`config.mk`:
```
export PLATFORM = sky130hd
export DESIGN_NAME = demux_4to1_tdm_rx
export DESIGN_NICKNAME = d
export VERILOG_FILES = /design/src/rtl/tdm_pkg.sv /design/src/rtl/tdm_slot_ctr.sv /design/src/rtl/demux_4to1_tdm_rx.sv
export SDC_FILE = /design/constraint.sdc
export NUM_CORES = 1
export LEC_CHECK = 0
export ABC_AREA = 1
export BUFFER_PORTS_ARGS = -buffer_cell sky130_fd_sc_hd__buf_2
export CORE_AREA = 5 5 42 44
export CTS_CLUSTER_DIAMETER = 60
export DETAILED_ROUTE_END_ITERATION = 7
export DIE_AREA = 0 0 47 49
export PLACE_DENSITY = 0.76
export SYNTH_ARGS = -nofsm -noshare
export SYNTH_HDL_FRONTEND = slang
export SYNTH_HIERARCHICAL = 1
export SYNTH_SLANG_ARGS = --single-unit
```
`constraint.sdc`:
```
create_clock -name clk -period 2.22 [get_ports clk]
set_input_delay 0.222 -clock clk [delete_from_list [all_inputs] [get_ports clk]]
set_output_delay 0.222 -clock clk [all_outputs]
set_load 0.02 [all_outputs]
```
`src/rtl/tdm_pkg.sv`:
```
// Shared definitions for both ends of the 4-slot TDM link: slot count,
// receiver FSM encoding and slot index constants.
package tdm_pkg;

  localparam int NSLOT  = 4;
  localparam int SLOT_W = 2;

  typedef enum logic {
    ST_HUNT = 1'b0,
    ST_RUN  = 1'b1
  } state_t;

  localparam logic [SLOT_W-1:0] SLOT0 = 2'd0;
  localparam logic [SLOT_W-1:0] SLOT1 = 2'd1;
  localparam logic [SLOT_W-1:0] SLOT2 = 2'd2;
  localparam logic [SLOT_W-1:0] SLOT3 = 2'd3;

  function automatic logic [SLOT_W-1:0] slot_inc(input logic [SLOT_W-1:0] s);
    return (s == SLOT3) ? SLOT0 : s + 2'd1;
  endfunction

endpackage

```
`src/rtl/tdm_slot_ctr.sv`:
```
// Slot index counter shared by the TX sequencer and RX demux: a sync
// realigns to slot 1, an accept advances with 3->0 wrap.
module tdm_slot_ctr
  import tdm_pkg::*;
(
  input  logic              clk,
  input  logic              rst_n,
  input  logic              load,
  input  logic              inc,
  output logic [SLOT_W-1:0] slot
);

  logic [SLOT_W-1:0] slot_r;

  // Load has priority so a sync always realigns, even mid-frame.
  always_ff @(posedge clk or negedge rst_n) begin
    if (!rst_n) begin
      slot_r <= SLOT0;
    end else if (load) begin
      slot_r <= SLOT1;
    end else if (inc) begin
      slot_r <= slot_inc(slot_r);
    end else begin
      slot_r <= slot_r;
    end
  end

  assign slot = slot_r;

endmodule

```
`src/rtl/demux_4to1_tdm_rx.sv`:
```
// Receive side of the 4-slot TDM link: aligns to sync, collects slots into
// shadow registers and hands out complete frames over valid/ready.
module demux_4to1_tdm_rx
  import tdm_pkg::*;
#(
  parameter int WIDTH = 1,
  parameter int NSLOT = 4
) (
  input  logic               clk,
  input  logic               rst_n,
  input  logic [WIDTH-1:0]   din,
  input  logic               din_valid,
  input  logic               sync,
  output logic [NSLOT*WIDTH-1:0] frame,
  output logic               frame_valid,
  input  logic               frame_ready,
  output logic [SLOT_W-1:0]  slot,
  output logic               locked,
  output logic               sync_err,
  output logic               overrun
);

  state_t                   state_r;
  state_t                   state_next_s;
  logic [SLOT_W-1:0]        slot_s;
  logic                     load_s;
  logic                     inc_s;
  logic                     complete_s;
  logic                     misalign_s;
  logic                     out_free_s;
  logic [WIDTH-1:0]         shadow_r [0:NSLOT-2];
  logic [NSLOT*WIDTH-1:0]   frame_next_s;
  logic [NSLOT*WIDTH-1:0]   frame_r;
  logic                     frame_valid_r;
  logic                     sync_err_r;
  logic                     overrun_r;

  tdm_slot_ctr u_slot_ctr (
    .clk   (clk),
    .rst_n (rst_n),
    .load  (load_s),
    .inc   (inc_s),
    .slot  (slot_s)
  );

  // FSM state register.
  always_ff @(posedge clk or negedge rst_n) begin
    if (!rst_n) begin
      state_r <= ST_HUNT;
    end else begin
      state_r <= state_next_s;
    end
  end

  // FSM next-state: once aligned, resyncs are handled in RUN.
  always_comb begin
    state_next_s = state_r;
    case (state_r)
      ST_HUNT: state_next_s = (din_valid & sync) ? ST_RUN : ST_HUNT;
      ST_RUN:  state_next_s = ST_RUN;
      default: state_next_s = ST_HUNT;
    endcase
  end

  // FSM outputs: per-accept datapath actions.
  always_comb begin
    load_s     = 1'b0;
    inc_s      = 1'b0;
    complete_s = 1'b0;
    misalign_s = 1'b0;
    case (state_r)
      ST_HUNT: begin
        load_s = din_valid & sync;
      end
      ST_RUN: begin
        load_s     = din_valid & sync;
        inc_s      = din_valid & ~sync;
        complete_s = din_valid & ~sync & (slot_s == SLOT3);
        misalign_s = din_valid & sync & (slot_s != SLOT0);
      end
      default: begin
        load_s     = 1'b0;
        inc_s      = 1'b0;
        complete_s = 1'b0;
        misalign_s = 1'b0;
      end
    endcase
  end

  // Shadow registers for slots 0..NSLOT-2; the last slot goes straight to the frame.
  always_ff @(posedge clk or negedge rst_n) begin
    if (!rst_n) begin
      for (int k = 0; k < NSLOT-1; k++) begin
        shadow_r[k] <= '0;
      end
    end else begin
      for (int k = 0; k < NSLOT-1; k++) begin
        if (load_s && (k == 0)) begin
          shadow_r[k] <= din;
        end else if (inc_s && (slot_s == SLOT_W'(k))) begin
          shadow_r[k] <= din;
        end else begin
          shadow_r[k] <= shadow_r[k];
        end
      end
    end
  end

  // Assemble the completed frame from the shadows plus the current sample.
  always_comb begin
    frame_next_s = '0;
    for (int k = 0; k < NSLOT-1; k++) begin
      frame_next_s[WIDTH*k +: WIDTH] = shadow_r[k];
    end
    frame_next_s[WIDTH*(NSLOT-1) +: WIDTH] = din;
  end

  assign out_free_s = ~frame_valid_r | frame_ready;

  // Output register and handshake; a consume and refill may share one edge.
  always_ff @(posedge clk or negedge rst_n) begin
    if (!rst_n) begin
      frame_r       <= '0;
      frame_valid_r <= 1'b0;
    end else if (complete_s && out_free_s) begin
      frame_r       <= frame_next_s;
      frame_valid_r <= 1'b1;
    end else if (frame_valid_r && frame_ready) begin
      frame_r       <= frame_r;
      frame_valid_r <= 1'b0;
    end else begin
      frame_r       <= frame_r;
      frame_valid_r <= frame_valid_r;
    end
  end

  // Single-cycle event pulses.
  always_ff @(posedge clk or negedge rst_n) begin
    if (!rst_n) begin
      sync_err_r <= 1'b0;
      overrun_r  <= 1'b0;
    end else begin
      sync_err_r <= misalign_s;
      overrun_r  <= complete_s & ~out_free_s;
    end
  end

  assign frame       = frame_r;
  assign frame_valid = frame_valid_r;
  assign slot        = slot_s;
  assign locked      = (state_r == ST_RUN);
  assign sync_err    = sync_err_r;
  assign overrun     = overrun_r;

endmodule
```
-- Word-level counts from Yosys, hierarchy flattened
Index checks and enable logic that the tools add are counted.
- register bits after elaboration: 13
- input port bits: 6
- output and inout bits: 10
- logic and storage cells: 45
- add/sub/neg operators: 1
- equality and inequality tests: 3
- mux-type cells: 12
- bitwise logic cells: 10
- reductions and logical operators: 10
- operator list (operator ; number):
    2-to-1 mux 1 bit ; 8
    nonzero test 2 bit ; 4
    2-to-1 mux 2 bit ; 3
    bitwise AND 1 bit ; 5
    logical AND 1 bit ; 5
    equality test 2 bit, second input constant ; 2
    inverter 1 bit ; 4
    adder 2 x 1 -> 2 bit, second input constant ; 1
    equality test 2 x 1 -> 1 bit, second input constant ; 1
    logical NOT 2 bit ; 1
    one-hot mux 1 bit (2 select lines) ; 1
    OR 1 bit ; 1

-- Longest topological paths before layout
Gate-level depths: netlist of run 1.
- word-level depth: 6
- depth in mapped cells: 6
- mapped depth without buffers: 6

-- Hierarchy
Netlist of run 1, hierarchy kept.
- modules (own cells, without submodules) (module ; times used ; cells an instance ; area an instance (um^2) ; seq. area each (um^2)):
    demux_4to1_tdm_rx ; 1 ; 56 ; 501.7 ; 275.3
    tdm_slot_ctr ; 1 ; 11 ; 101.3 ; 50.0

-- Worst setup path before layout of run 1
OpenSTA, ideal clock, no wires.
- kind: register to register
- start point: register u_slot_ctr.slot_r[0], in the netlist u_slot_ctr/slot[0]
- end point: register u_slot_ctr.slot_r[1], in the netlist u_slot_ctr/slot[1]
- library setup time: 119 ps
- data arrival time: 994 ps
- required time: 2101 ps
- path slack: 1107 ps
- stages on the path, launching flop included: 4
- path buffers: 0
- period minus slack after synthesis: 1113 ps
- cells stage by stage: dfrtp_1 ha_1 nor2_1 nor2_1
- cells in the longest elaborated chain, start to end: 4
- elaborated cells between the ends (all ways): 5
- classes of those cells: add/sub (1); eq/ne (1); mux (3)
- ends and longest elaborated chain (element ; line ; text):
    from (decl) ; tdm_slot_ctr.sv:13 ; logic [SLOT_W-1:0] slot_r;
    from (signal assigned) ; tdm_slot_ctr.sv:22 ; slot_r <= slot_inc(slot_r);
    from (signal assigned) ; tdm_slot_ctr.sv:24 ; slot_r <= slot_r;
    adder 2 x 1 -> 2 bit or equality test 2 bit (tied branches) ; tdm_pkg.sv:19 ; return (s == SLOT3) ? SLOT0 : s + 2'd1;
    2-to-1 mux 2 bit * ; tdm_pkg.sv:19 ;
    2-to-1 mux 2 bit * ; tdm_slot_ctr.sv:21 ; end else if (inc) begin
    2-to-1 mux 2 bit * ; tdm_slot_ctr.sv:19 ; end else if (load) begin
Mark *: on every way between the ends. The rest lies on a longest branch, timed or not. The select of a mux whose other input is x is not followed.
A chain may end at the register's enable or synchronous reset.

-- Final worst setup path of run 1
- start point: register u_slot_ctr.slot_r[0], in the netlist u_slot_ctr/slot[0]
- end point: output port slot[0]
- RTL lines (element ; line ; text):
    to (decl) ; demux_4to1_tdm_rx.sv:17 ; output logic [SLOT_W-1:0] slot,
No word-level cell between the ends.

==> qor.csv, run 1 <==
stage,metric,value,unit
run_status,status,finished clean,
sta,min_period_over_period,0.556,
worst_setup_path,max_stage_delay,510,ps
logic_synthesis,synth_top_family_by_area,simple AND/OR/NAND/NOR gates,
grt,grt_pass1_vias,425,
logic_synthesis,synth_mux_area_frac,0,
sta,finalSetupTns,0,ps
hold_path,min_from,din,
worst_setup_path,required,2000,ps
power,power_density,931,mW/mm²
floorplan,fp.dieH,49,µm
route,wl,1.09,mm
clock_network,cts_root_buf,clkbuf_4,
logic_synthesis,synth_cell_type_count,16,
power,vdd_drop_max,0.588,mV
clock_network,post_cts_buffers,0,
finish,final_util,0.516,
logic_synthesis,yosys.area_share.simple,0.342,
sta,fin_crit,1230,ps
route,ant_nets,0,
sta,finalSetupViolCount,0,
logic_synthesis,synth_compound_area_frac,0.0270,
logic_synthesis,synthCells,67,
worst_setup_path,arrival,1010,ps
floorplan,dieArea,0.00230,mm²
hold_path,hold_class,in -> reg,
clock_network,cts_sinks,13,
clock_network,clkTransAtPathRegs,80,ps
logic_synthesis,synthTopCellsByCount,"23 x nand2_1, 13 x dfrtp_1, 6 x inv_1, 6 x nand4_1, 5 x nor2_1",
logic_synthesis,synthTopCellsByArea,"dfrtp_1 54%, nand2_1 14%, nand4_1 6.2%, nand3_2 5.0%, inv_1 3.7%",
logic_synthesis,synth.most_common_cell,nand2_1,
placed_design,hpwl,849,µm
floorplan,ios,16,
floorplan,fp-row-count,14,
clock_network,cts_made_buffers,3,
logic_synthesis,synth_edf_count,0,
worst_setup_path,critPathSlowestCell,dfrtp_1,
worst_setup_path,end_kind,output pin,
finish,design_area,723,µm²
grt,grt_first_pass_wirelength,1.87,mm
run,drv_cap,0,
placed_design,dpl_cell_area,687,µm²
worst_setup_path,cp-startpoint,u_slot_ctr/slot[0],
route,drc,0,
finish,num_antenna_cells,0,
clock_network,clockBufferDepth,2,
sta,rsz0062_at_grt,no,
worst_setup_path,critPathKind,reg -> out,
grt,track_usage,0.112,
floorplan,core_area,0.00140,mm²
clock_network,cts_tree,built,
logic_synthesis,ys_seq_area_frac,0.539,
sta,tightest_slew,322,ps
placed_design,gp_congestion,0.750,
power,leakage,0.409,nW
clock_network,clk-insertion-delay-late,270,ps
sta,hold_violations,0,
logic_synthesis,syn_avg_cell_area,9.00,µm²
logic_synthesis,ys.flop_type,dfrtp_1,
route,wire_per_inst,10.7,µm
grt,overflow,0,
clock_network,ctsResizeCount,0,
worst_setup_path,crit_family,flip-flops,
route,drt_iter0_markers,3,
sta,hold_slack,206,ps
finish,fillerInstances,136,
grt,antenna_found_initial,0,
logic_synthesis,synth.largest_area_cell,dfrtp_1,
logic_synthesis,async_flop_share,1.00,
sta,fmax,811,MHz
logic_synthesis,synth_area,603,µm²
route,dr.pass1.iters,3,
worst_setup_path,r2r_setup_slack,1090,ps
logic_synthesis,synth-xor-area-share,0,
grt,grt_max_degree,14,
clock_network,postCtsHoldBufs,1,
floorplan,die_w,47,µm
placed_design,dp_slack,1100,ps
clock_network,cts_max_level,1,
floorplan,initial_core_util,0.430,
logic_synthesis,synth_top_area_frac,0.539,
route,avgViaCountPerCell,4.87,
worst_setup_path,rr_startpoint,locked,
logic_synthesis,ys.warnings.count,6,
logic_synthesis,synth_adder_area_share,0.0207,
sta,slew_violations,0,
sta,slew_headroom,0.785,
finish,nets,94,
worst_setup_path,crit_chain,buf_2,
sta,finClkSkew,4.00,ps
logic_synthesis,synthesis.nets,74,
route,num_vias,497,
worst_setup_path,critPathBufInv,1,
finish,drive_above_1_share,0.314,
finish,syn2layout_area_growth,19.9,%
worst_setup_path,startpoint_type,flip-flop,
sta,worst_slack,986,ps
placed_design,port_buffers,15,
worst_setup_path,cp_max_fo,9,
logic_synthesis,synth_seq_cells,13,
## where the power goes
| group | leakage (nW) | internal (mW) | total, mW | switching [mW] |
|---|---|---|---|---|
| clock network | 0.0150 | 0.0696 | 0.144 | 0.0744 |
| logic | 0.232 | 0.0670 | 0.195 | 0.128 |
| registers | 0.162 | 0.294 | 0.335 | 0.0406 |
| total | 0.409 | 0.431 | 0.673 | 0.243 |
## layout by cell type, fill, tap and decap left out
cell	instances
o21bai_1	1
dfrtp_1	13
buf_2	15
nor2_1	5
clkbuf_1	1
inv_1	6
nand4_1	6
dlygate4sd3_1	1
inv_2	1
clkinv_2	1
ha_1	1
a21oi_2	1
nand2_1	23
nand3_1	1
nand2_2	2
nor2_4	1
clkbuf_4	3
nand3_2	3
nor3_1	1
## flip-flops by register name, summed over array words and instances, names as in the netlist
signal	flops
frame_next_s	3
sync_err	1
frame	4
u_slot_ctr/slot	2
overrun	1
locked	1
frame_valid	1
## cell type report
class	instances	area, µm²	share of cell area
Sequential cell	13	325	0.450
Inverter	8	31.3	0.0433
Multi-Input combinational cell	45	235	0.325
Clock buffer	4	26.3	0.0363
Timing Repair Buffer	16	85.1	0.118
Tap cell	16	20.0	0.0277
## through the flow
| step | power (mW) | std cells |
|---|---|---|
| floorplan | 0.464 | 67 |
| global placement | 0.532 | 97 |
| detailed placement | 0.539 | 97 |
| CTS | 0.687 | 102 |
| global route | 0.723 | 102 |
| finish | 0.673 | 102 |
## routing by layer
metal | routed length [µm] | track usage | share of wire
met2 | 528 | 0.167 | 0.48
met3 | 91 | 0.0554 | 0.083
met4 | 14 | 0.0415 | 0.013
met1 | 455 | 0.135 | 0.42
met5 | 0 | 0 | 0
## cell families (layout without fill, tap and decap cells)
family / Yosys count / after routing
and+or+nand+nor: 42 / 42
AOI/OAI and AO/OA: 2 / 2
DFF: 13 / 13
buffers and inverters: 9 / 28
adders and majority gates: 1 / 1
## path summary, 6_finish.rpt
path | to | cells past startpoint
min in group asynchronous | frame_next_s[2] | 2
max reg2reg | frame[0] | 5
min | frame_next_s[0] | 3
max | slot[0] | 1
min reg2reg | frame[2] | 2
max in group asynchronous | sync_err | 2
Power figures use the tool's default switching activity.
==> inputs of run 2 (changes only) <==
--- a/config.mk
+++ b/config.mk
@@ -5,13 +5,13 @@
 export SDC_FILE = /design/constraint.sdc
 export NUM_CORES = 1
 export LEC_CHECK = 0
-export ABC_AREA = 1
+export ABC_AREA = 0
 export BUFFER_PORTS_ARGS = -buffer_cell sky130_fd_sc_hd__buf_2
 export CORE_AREA = 5 5 42 44
 export CTS_CLUSTER_DIAMETER = 60
 export DETAILED_ROUTE_END_ITERATION = 7
 export DIE_AREA = 0 0 47 49
-export PLACE_DENSITY = 0.76
+export PLACE_DENSITY = 0.72
 export SYNTH_ARGS = -nofsm -noshare
 export SYNTH_HDL_FRONTEND = slang
 export SYNTH_HIERARCHICAL = 1
==> constraint.sdc (replaced) <==
create_clock -name clk -period 1.16 [get_ports clk]
set_input_delay 0.116 -clock clk [delete_from_list [all_inputs] [get_ports clk]]
set_output_delay 0.116 -clock clk [all_outputs]
set_load 0.02 [all_outputs]
==> run 2 against run 1 <==
  * Global-route usage is 0.064 points higher
  * Largest power group unchanged
  * Die area unchanged
  * Sequential cell count stayed put
  * Combinational power up 150%
  * The flow now finishes with violations (negative setup slack)
  * Sequential power up 100%
==> qor.csv, run 2 <==
stage,metric,value,unit
run_status,status,finished with violations,
run_status,violations,negative setup slack,
worst_setup_path,end_kind,flip-flop,
worst_setup_path,startpoint_type,flip-flop,
clock_network,clk-insertion-delay-late,260,ps
clock_network,post_cts_buffers,0,
floorplan,fp-row-count,14,
logic_synthesis,synth_adder_area_share,0.0227,
finish,drive_above_1_share,0.600,
worst_setup_path,critPathKind,reg -> reg,
worst_setup_path,crit_chain,nand3b_4 -> inv_4 -> and4_4 -> mux2_4,
sta,finalSetupViolCount,6,
worst_setup_path,r2r_setup_slack,-80,ps
route,wire_per_inst,13.5,µm
sta,fmax,809,MHz
placed_design,dpl_cell_area,706,µm²
logic_synthesis,synthCells,40,
finish,largest_reg_flops,4,
logic_synthesis,synth.most_common_cell,dfrtp_1,
finish,syn2layout_area_growth,36.7,%
clock_network,cts_tree,built,
hold_path,whs_path_depth,2,
worst_setup_path,required,1310,ps
worst_setup_path,critPathSlowestCell,dfrtp_2,
power,clockPowerShare,0.189,
sta,slew_violations,0,
logic_synthesis,synthTopCellsByArea,"dfrtp_1 59%, mux2_2 14%, nor3b_1 4.1%, nand3b_4 3.6%, ha_1 2.3%",
grt,grt_max_degree,14,
clock_network,clockBufferDepth,2,
floorplan,core_area,0.00140,mm²
clock_network,cts_root_buf,clkbuf_4,
worst_setup_path,cp_max_fo,4,
floorplan,die_w,47,µm
logic_synthesis,synth_mux_area_frac,0.161,
hold_path,whs_endpoint,frame[3],
logic_synthesis,synth_compound_area_frac,0.0272,
floorplan,ios,16,
run,drv_cap,0,
route,dr.pass1.iters,2,
hold_path,hold_class,in -> reg,
logic_synthesis,synth_top_family_by_area,simple AND/OR/NAND/NOR gates,
logic_synthesis,async_flop_share,1.00,
logic_synthesis,synth.largest_area_cell,dfrtp_1,
logic_synthesis,ys.flop_type,dfrtp_1,
power,seq_power_share,0.473,
sta,rsz0062_at_grt,yes,
worst_setup_path,critPathBufInv,1,
sta,slew_headroom,0.812,
worst_setup_path,ff2ff_path_depth,4,
route,ant_nets,0,
power,vdd_drop_max,0.782,mV
sta,tightest_slew,283,ps
finish,design_area,754,µm²
floorplan,initial_core_util,0.394,
placed_design,place_inst,76,
clock_network,cts_max_level,1,
route,num_vias,400,
sta,worst_slack,-75.9,ps
grt,overflow,0,
route,wl,1.10,mm
worst_setup_path,rr_startpoint,locked,
worst_setup_path,timing.rr.end,frame[0],
route,drt_iter0_markers,3,
floorplan,fp.dieH,49,µm
route,drc,0,
power,leakage,0.373,nW
sta,fin_crit,1240,ps
power,pwr-share-comb,0.338,
route,avgViaCountPerCell,4.94,
logic_synthesis,synth-xor-area-share,0,
worst_setup_path,max_stage_delay,390,ps
sta,finClkSkew,0.655,ps
placed_design,gp_congestion,0.672,
clock_network,clkTransAtPathRegs,80,ps
grt,track_usage,0.113,
worst_setup_path,arrival,1390,ps
logic_synthesis,synth_area,552,µm²
finish,fin_cells,81,
logic_synthesis,ys_seq_area_frac,0.590,
power,p_sw,454,µW
worst_setup_path,crit_family,flip-flops,
logic_synthesis,synth_edf_count,0,
finish,nets,73,
grt,antenna_found_initial,0,
logic_synthesis,synth_seq_cells,13,
clock_network,cts_sinks,13,
sta,hold_violations,0,
power,swShare,0.319,
grt,grt_first_pass_wirelength,1.85,mm
logic_synthesis,ys.warnings.count,6,
logic_synthesis,yosys.area_share.simple,0.186,
grt,grt_pass1_vias,400,
logic_synthesis,synthTopCellsByCount,"13 x dfrtp_1, 7 x mux2_2, 3 x nor2_1, 3 x nor3b_1",
finish,mostFrequentLayoutCell,buf_2,
floorplan,dieArea,0.00230,mm²
hold_path,min_from,din,
placed_design,port_buffers,15,
logic_synthesis,synth_top_area_frac,0.590,
logic_synthesis,syn_avg_cell_area,13.8,µm²
power,p_int,968,µW
power,power_density,1890,mW/mm²
clock_network,cts_made_buffers,3,
logic_synthesis,synth_cell_type_count,18,
finish,num_antenna_cells,0,
finish,layout_common_cells,"14 x buf_2, 10 x dfrtp_1, 5 x buf_4, 4 x mux2_4",
logic_synthesis,synthesis.nets,47,
sta,min_period_over_period,1.07,
run 2: cell count changes in the layout (fill, tap and decap cells not counted), moves of 3 or more:
cell,delta
nand2_1,-22
dfrtp_2,+3
dfrtp_1,-3
mux2_2,+3
nand4_1,-6
mux2_4,+4
buf_4,+5
nand3_2,-3
nor3b_1,+3
inv_1,-5
run 2: per-layer routing:
metal / global-route usage / vias up / wire length, µm
met5: 0 / - / 0
met4: 0.0415 / 0 / 0
met3: 0.0332 / 0 / 68
met2: 0.167 / 11 / 555
met1: 0.152 / 195 / 472
li1: - / 194 / -
run 2: worst reg2reg max path: cells and delay by family, from the launching register on:
kind / cells / cell delay, ps
buffers and inverters: 1 / 60
flip-flops: 1 / 390
multiplexers: 1 / 310
AND/OR/NAND/NOR: 2 / 370
run 2: metrics by stage:
stage / setup TNS, ps / worst slack, ps / power, mW / util / hold slack (ps)
2_1_floorplan: -686 / -142 / 0.973 / - / -180
3_3_place_gp: -154 / -28.0 / 1.13 / 0.504 / 10.2
3_5_place_dp: -318 / -74.3 / 1.16 / 0.504 / 17.6
4_1_cts: -389 / -84.3 / 1.44 / 0.529 / 118
5_1_grt: -715 / -123 / 1.52 / 0.538 / 128
6_report: -305 / -75.9 / 1.42 / 0.538 / 128
run 2: power by group through the flow:
stage          clock (mW)  combinational [mW]  sequential, mW
2_1_floorplan           0               0.199           0.774
3_3_place_gp            0               0.457           0.673
3_5_place_dp            0               0.471           0.684
6_report            0.269               0.481           0.673
4_1_cts             0.288               0.477           0.674
5_1_grt             0.311               0.519           0.690
run 2: worst max-delay path by stage:
stage               startpoint       end  slack (ps)  depth (start not counted)
floorplan               locked  frame[0]        -140                          4
global placement        locked  frame[1]         -30                          4
detailed placement      locked  frame[0]         -70                          4
CTS                     locked  frame[0]         -80                          4
global route            locked  frame[0]        -120                          4
finish                  locked  frame[0]         -80                          4
run 2: timing repair:
action | 4_1_cts | 5_1_grt
cloned | 0 | 0
resized for setup | 0 | 3
endpoints found under the setup margin | 8 | 10
endpoints found under the hold margin | 13 | 0
hold buffers | 1 | 0
pin swaps | 1 | 0
run 2: layout make-up:
| type | count | area (µm²) |
|---|---|---|
| timing repair buffer | 21 | 129 |
| clock buffer | 4 | 26.3 |
| tap | 16 | 20.0 |
| fill | 131 | 647 |
| multi-input combinational | 25 | 240 |
| sequential | 13 | 329 |
| inverter | 2 | 10.0 |
run 2: cell families after synthesis:
logic type,after synthesis
AOI/OAI and AO/OA,2
buffers and inverters,2
adders and majority gates,1
muxes,8
DFF,13
and+or+nand+nor,14
